**src/rtl/p2_sprite_render.sv**
```systemverilog
// Sprite renderer: two-stage pixel pipeline against a registered action ROM,
// plus an animation FSM that loops walk actions and plays punch/kick once.
module p2_sprite_render #(
  parameter int ANIM_DIV    = 8,
  parameter int SCALE_SHIFT = 3
) (
  input  logic       clk,
  input  logic       rst_n,
  input  logic [9:0] pixel_x,
  input  logic [9:0] pixel_y,
  input  logic       frame_tick,
  input  logic [2:0] action_req,
  input  logic [9:0] pos_x,
  input  logic [9:0] pos_y,
  input  logic       facing,
  output logic [9:0] rom_addr,
  input  logic [7:0] rom_data,
  output logic       pixel_on,
  output logic [2:0] cur_action,
  output logic       busy,
  output logic       action_done
);

  localparam int DIV_W = (ANIM_DIV > 1) ? $clog2(ANIM_DIV) : 1;

  typedef enum logic {S_LOOP, S_ONESHOT} state_t;

  state_t             r_state, w_state_nxt;
  logic [2:0]         r_action, w_action_nxt;
  logic [1:0]         r_frame, w_frame_nxt;
  logic [DIV_W-1:0]   r_div, w_div_nxt;
  logic               r_done, w_done_nxt;
  logic               r_inside_p1;
  logic [2:0]         r_col_p1;
  logic               r_pixel_on_p2;

  logic signed [10:0] w_dx, w_dy;
  logic               w_inside;
  logic [2:0]         w_row, w_col, w_col_sel;
  logic [2:0]         w_req;
  logic               w_step;

  // Stage 0: sprite-relative coordinates and ROM address
  assign w_dx      = $signed({1'b0, pixel_x}) - $signed({1'b0, pos_x});
  assign w_dy      = $signed({1'b0, pixel_y}) - $signed({1'b0, pos_y});
  assign w_inside  = (w_dx[10:SCALE_SHIFT+3] == '0) && (w_dy[10:SCALE_SHIFT+3] == '0);
  assign w_row     = w_dy[SCALE_SHIFT+2:SCALE_SHIFT];
  assign w_col     = w_dx[SCALE_SHIFT+2:SCALE_SHIFT];
  assign w_col_sel = facing ? ~w_col : w_col;
  assign rom_addr  = {1'b0, w_row, r_action, 1'b0, r_frame};

  always_ff @(posedge clk or negedge rst_n) begin
    if (!rst_n) begin
      r_inside_p1   <= 1'b0;
      r_col_p1      <= '0;
      r_pixel_on_p2 <= 1'b0;
    end else begin
      r_inside_p1   <= w_inside;
      r_col_p1      <= w_col_sel;
      // Stage 1: ROM word arrives now; bit 7 is the leftmost column
      r_pixel_on_p2 <= r_inside_p1 & rom_data[3'd7 - r_col_p1];
    end
  end

  assign pixel_on = r_pixel_on_p2;

  // Animation control
  assign w_req  = (action_req > 3'd4) ? 3'd0 : action_req;
  assign w_step = frame_tick && (r_div == DIV_W'(ANIM_DIV - 1));

  always_comb begin
    w_state_nxt  = r_state;
    w_action_nxt = r_action;
    w_frame_nxt  = r_frame;
    w_div_nxt    = r_div;
    w_done_nxt   = 1'b0;
    case (r_state)
      S_LOOP: begin
        // A change of action restarts the animation and swallows any tick
        if (w_req != r_action) begin
          w_action_nxt = w_req;
          w_frame_nxt  = '0;
          w_div_nxt    = '0;
          if (w_req >= 3'd3) w_state_nxt = S_ONESHOT;
        end else if (frame_tick) begin
          if (w_step) begin
            w_div_nxt   = '0;
            w_frame_nxt = r_frame + 2'd1;
          end else begin
            w_div_nxt = r_div + DIV_W'(1);
          end
        end
      end
      S_ONESHOT: begin
        if (frame_tick) begin
          if (w_step) begin
            w_div_nxt = '0;
            if (r_frame == 2'd3) begin
              w_state_nxt  = S_LOOP;
              w_action_nxt = 3'd0;
              w_frame_nxt  = '0;
              w_done_nxt   = 1'b1;
            end else begin
              w_frame_nxt = r_frame + 2'd1;
            end
          end else begin
            w_div_nxt = r_div + DIV_W'(1);
          end
        end
      end
      default: w_state_nxt = S_LOOP;
    endcase
  end

  always_ff @(posedge clk or negedge rst_n) begin
    if (!rst_n) begin
      r_state  <= S_LOOP;
      r_action <= 3'd0;
      r_frame  <= '0;
      r_div    <= '0;
      r_done   <= 1'b0;
    end else begin
      r_state  <= w_state_nxt;
      r_action <= w_action_nxt;
      r_frame  <= w_frame_nxt;
      r_div    <= w_div_nxt;
      r_done   <= w_done_nxt;
    end
  end

  assign cur_action  = r_action;
  assign busy        = (r_state == S_ONESHOT);
  assign action_done = r_done;

endmodule

```
**config.mk**
```make
export PLATFORM = sky130hd
export DESIGN_NAME = p2_sprite_render
export DESIGN_NICKNAME = d
export VERILOG_FILES = /design/src/rtl/p2_sprite_render.sv
export SDC_FILE = /design/constraint.sdc
export NUM_CORES = 1
export LEC_CHECK = 0
export CORE_ASPECT_RATIO = 1.2
export CORE_UTILIZATION = 60
export CTS_BUF_LIST = sky130_fd_sc_hd__clkbuf_2 sky130_fd_sc_hd__clkbuf_4 sky130_fd_sc_hd__clkbuf_8
export DETAILED_ROUTE_END_ITERATION = 12
export DONT_BUFFER_PORTS = 1
export HOLD_SLACK_MARGIN = 0.03
export PLACE_DENSITY = 0.79
export REMOVE_ABC_BUFFERS = 1
export SYNTH_ARGS = -nofsm -noshare
export SYNTH_HDL_FRONTEND = slang
export SYNTH_SLANG_ARGS = --single-unit
export TNS_END_PERCENT = 1
```
**constraint.sdc**
```tcl
create_clock -name clk -period 1.7 [get_ports clk]
set_input_delay 0.085 -clock clk [delete_from_list [all_inputs] [get_ports clk]]
set_output_delay 0.085 -clock clk [all_outputs]
set_load 0.01 [all_outputs]
```
# [Word level (Yosys, flattened, before mapping)]
# Index checks and enable logic that the tools add are counted.
[word_totals] reg_bits=15 latchBits=0 mem_bits_rw=0 rom_bits=0 out_inout_bits=16 elab_cells=64 n_memories=0
[op_classes] n_addsub=5 n_mul=0 div=0 order_cmp=3 eq_ne=9 shifts=0 mux=30 bitwise_logic=3 reduce_logical=6
[op_table] cell="$mux 3" n=9
[op_table] cell="$sub 10x10->11" n=2
[op_table] cell="$mux 2" n=6
[op_table] cell="$pmux 3 s2" n=2
[op_table] cell="$logic_not 5->1" n=2
[op_table] cell="$mux 1" n=10
[op_table] cell="$reduce_and 4->1" n=2
[op_table] cell="$ne 3x3->1 const B" n=2
[op_table] cell="$lt 3x4->1 const B" n=1
[op_table] cell="$ne 2x1->1 const B" n=2
[op_table] cell="$ne 2x2->1 const B" n=2
[op_table] cell="$pmux 2 s2" n=1
[op_table] cell="$add 3x1->3 const B" n=1
[op_table] cell="$bmux 1 s3" n=1
[op_table] cell="$eq 3x3->1 const B" n=1
[op_table] cell="$ge 3x2->1 const B" n=1
[op_table] cell="$gt 3x3->1 const B" n=1
[op_table] cell="$ne 3x3->1" n=1
[op_table] cell="$not 3->3" n=1
[op_table] cell="$sub 3x3->3 const A" n=1
[op_table] cell="$add 2x1->2 const B" n=1
[op_table] cell="$eq 2x2->1 const B" n=1
[op_table] cell="$logic_and 1x1->1" n=2
[op_table] cell="$pmux 1 s2" n=1
[op_table] cell="other kinds (2)" n=2

# [Longest topological paths before layout]
[depth] ltp_word=6 mapped_depth=8 mapped_depth_nobuf=8

# [Least setup slack after synthesis]
# No wires, ideal clock.
[synth_timing] path_kind="input port to flip-flop" start="input pos_x[2]" end="register r_inside_p1" setup_ns=0.096 arrival_time_ns=1.494 required_ns=1.604 slack_ns=0.110 cell_stages=8 n_path_buf=0 cell_sequence="inv_1 ha_1 or2_2 a21oi_2 nor3_1 nor4_2 o2111ai_1 nor4_2"
[synth_via] elab_chain_len=3
[synth_rtl] item="start, declared" line_no="13" source="input logic [9:0] pos_x,"
[synth_rtl] item="$sub 10x10->11" line_no="44" source="assign w_dx = $signed({1'b0, pixel_x}) - $signed({1'b0, pos_x});"
[synth_rtl] item="$logic_not 5->1" line_no="46" source="assign w_inside = (w_dx[10:SCALE_SHIFT+3] == '0) && (w_dy[10:SCALE_SHIFT+3] == '0);"
[synth_rtl] item="$logic_and 1x1->1" line_no="46"
[synth_rtl] item="net w_inside" line_no="38" source="logic w_inside;"
[synth_rtl] item="end signal, assigned" line_no="58" source="r_inside_p1 <= w_inside;"
[synth_rtl] item="end, declared" line_no="33" source="logic r_inside_p1;"
# The timed path passes the listed nets, and every way through them passes these cells.
# A chain may end at the register's enable or synchronous reset.

# [Worst setup path in the final report]
[layout_timing] start="register r_action[0] (netlist: cur_action[0])" end="register r_action[1] (netlist: cur_action[1])"
[layout_via] elab_chain_len=3
[layout_rtl] item="start, declared" line_no="29" source="logic [2:0] r_action, w_action_nxt;"
[layout_rtl] item="start signal, assigned" line_no="124" source="r_action <= w_action_nxt;"
[layout_rtl] item="$ne 3x3->1" line_no="80" source="if (w_req != r_action) begin"
[layout_rtl] item="$ne 2x2->1 (no line)"
[layout_rtl] item="$reduce_and 4->1 (no line)"
# Every way passes these cells.

==> results.toml <==
[worst_setup_path]
r2r_start = "cur_action[0]"
cp_slowest_cell = "dfrtp_1"
r2r-end = "cur_action[1]"
required_ns = 1.91
crit_path_end_kind = "flip-flop"
cp_max_fo = 8
r2r_cells = 6
cpPeakStageDelay_ns = 0.42
critPathArrivalTime_ns = 1.76
worstSetupStartpoint = "cur_action[0]"
setup.worst_path.end = "cur_action[1]"
worst_setup_path_start_kind = "flip-flop"
path_cells = "xor2_1 -> nor3_1 -> a21oi_1 -> o22ai_1 -> nor2_2 -> mux2i_1"
reg2reg_slack_ns = 0.15
worstSetupPathType = "flip-flop to flip-flop"

[placement]
dpl.hpwl_mm = 2.70
pre_cts_ws_ns = -0.00705
gp_congestion = 0.791
io_buffers = 0

[yosys]
synth_common_cells = "ha_1, inv_1, nor2_1"
yosysSeqAreaShare_pct = 22.7
synth_cells = 191
yosys_warnings = 0
synth_top_area_share_pct = 22.7
ys_ff_latch = 15
synth_area_leader_cell = "dfrtp_1"
ys_types = 48
synth-edff-count = 0
ys.flop_type = "dfrtp_1"
async_flop_share_pct = 100
syn_area_per_cell_um2 = 8.65
synth_area_um2 = 1650
ys_top_cells_by_area = "dfrtp_1, ha_1, inv_1"

[global_route]
grt_max_degree = 16
grt_overflow = 0
grt_pass1_vias = 1409
antenna_found_initial = 0
grt_usage_pct = 23.8
grt_pass1_wl_mm = 5.55

[die]
rows = 20
initial_utilization_pct = 64.1
die_x_um = 49.9
ioPinCount = 71
core_area_um2 = 2580
dieHeight_um = 59.5
dieArea_um2 = 2970

[cts]
cts_root_buf = "clkbuf_4"
cts_buffers = 3
cts.path.max_buffers = 2
cts_tree = "yes"
clk_latency_ns = 0.28
cts_sinks = 15
cts.clk_slew.worst_paths_ns = 0.08
ctsHtreeMaxLevel = 1
cts_resized = 0
postCtsSetupBuffers = 0

[route]
drc = 0
routed-via-count = 1426
drt_wl_total_mm = 3.38
dr.pass1.iters = 4
drtAntennaViolNets = 0
via_per_inst = 5.92
wl_per_cell_um = 14.0
first_iter_violations = 33

[layout]
layout.nets = 285
fillerInstances = 204
area.sequential_um2 = 375
diodes = 0
syn2layout_area_growth_pct = 11.4
final_util_pct = 71.5
multiInputGateArea_um2 = 1160
drive_above_1_share_pct = 13.0

[hold_path]
hp-class = "primary input to flip-flop"

[power]
ir_drop_mv = 0.516
power_mw = 1.50
p_leak_nw = 0.879
cellPowerDensity_nw_per_um2 = 817

[sta]
finalHoldViolations = 0
worstMarginPinSlew_ns = 0.650
hold_slack_ns = 0.0452
fin_crit_sh_pct = 91.1
slew_viol_final = 0
max_freq_ghz = 0.645
fin_setup_tns_ns = 0
relSlewSlack_pct = 56.5
period_minus_slack_ns = 1.55
setup_viol = 0
fin_skew_ns = 0.000945
timing.final.ws_setup_ns = 0.151
rsz0062_at_grt = "no"

[outcome]
outcome = "complete, no violations"

[job]
maxCapViolCount = 0
[power breakdown]
| group | leakage, nW | switching (mW) | internal [mW] |
|---|---|---|---|
| Combinational | 0.670 | 0.378 | 0.348 |
| Clock | 0.0184 | 0.112 | 0.107 |
| Sequential | 0.191 | 0.107 | 0.452 |
| Total | 0.879 | 0.597 | 0.907 |
[how the worst min path moves through the flow]
stage	from	to	slack, ns	cells past startpoint
5_1_grt	action_req[1]	cur_action[2]	0.06	3
3_5_place_dp	rst_n	busy	-0.21	0
6_report	action_req[1]	cur_action[2]	0.05	3
3_3_place_gp	rst_n	r_frame[0]	-0.21	0
4_1_cts	action_req[1]	cur_action[2]	0.04	3
2_1_floorplan	rst_n	action_done	-0.21	0
[cells in the final DEF, fill, tap and decap left out, types with 3 or more instances in the layout]
master / count
inv_1: 21
ha_1: 21
nor2_1: 18
dfrtp_1: 15
nand2_1: 13
a21oi_1: 10
buf_4: 10
dlygate4sd3_1: 8
mux2i_1: 7
xnor2_1: 6
nor3_1: 6
nand2b_1: 5
xor2_1: 5
a211oi_1: 4
clkbuf_4: 4
o22ai_1: 3
a21o_1: 3
nand3_1: 3
o21a_1: 3
nor2b_1: 3
[metal layers]
layer	GRT usage (%)	vias up	part of all wire, %
met4	10.6	0	2.2
met2	46.3	48	54
met1	25.0	654	39
met3	3.59	10	4.9
met5	0	-	0
li1	-	714	-
[sequential cells by signal, indices dropped and copies added (netlist names)]
signal	count
busy	1
r_col_p1	3
cur_action	3
action_done	1
r_inside_p1	1
r_div	3
r_frame	2
pixel_on	1
[stage by stage]
| step | cells | instance area [um^2] |
|---|---|---|
| after floorplan | 186 | 1620 |
| after global placement | 229 | 1730 |
| after detailed placement | 229 | 1730 |
| after CTS | 241 | 1840 |
| after global routing | 241 | 1840 |
| final | 241 | 1840 |
[area by class of cell]
class | instances | share of cell area (%)
timing repair buffer | 18 | 8.42
clock buffer | 4 | 1.63
inverter | 21 | 4.28
multi-input combinational | 150 | 63.0
tap | 33 | 2.24
sequential | 15 | 20.4
[what timing repair did]
item,in CTS,in global routing
endpoints found under the hold margin,26,0
setup endpoints to repair,0,0
hold buffers,8,0
[critical path: cells and delay by family (launching register included)]
kind | cells | cell delay [ns]
xor+xnor | 1 | 0.17
simple gates | 2 | 0.41
compound gates | 2 | 0.23
mux | 1 | 0.24
flops | 1 | 0.42
[logic make-up after synthesis]
logic type	share of synthesized area, %
fa+ha+maj	15.9
flops	22.7
other cells	0.227
xor+xnor	5.83
mux	6.96
simple gates	21.9
compound gates	19.2
buf+inv	7.27
(Power assumes the default switching activity.)
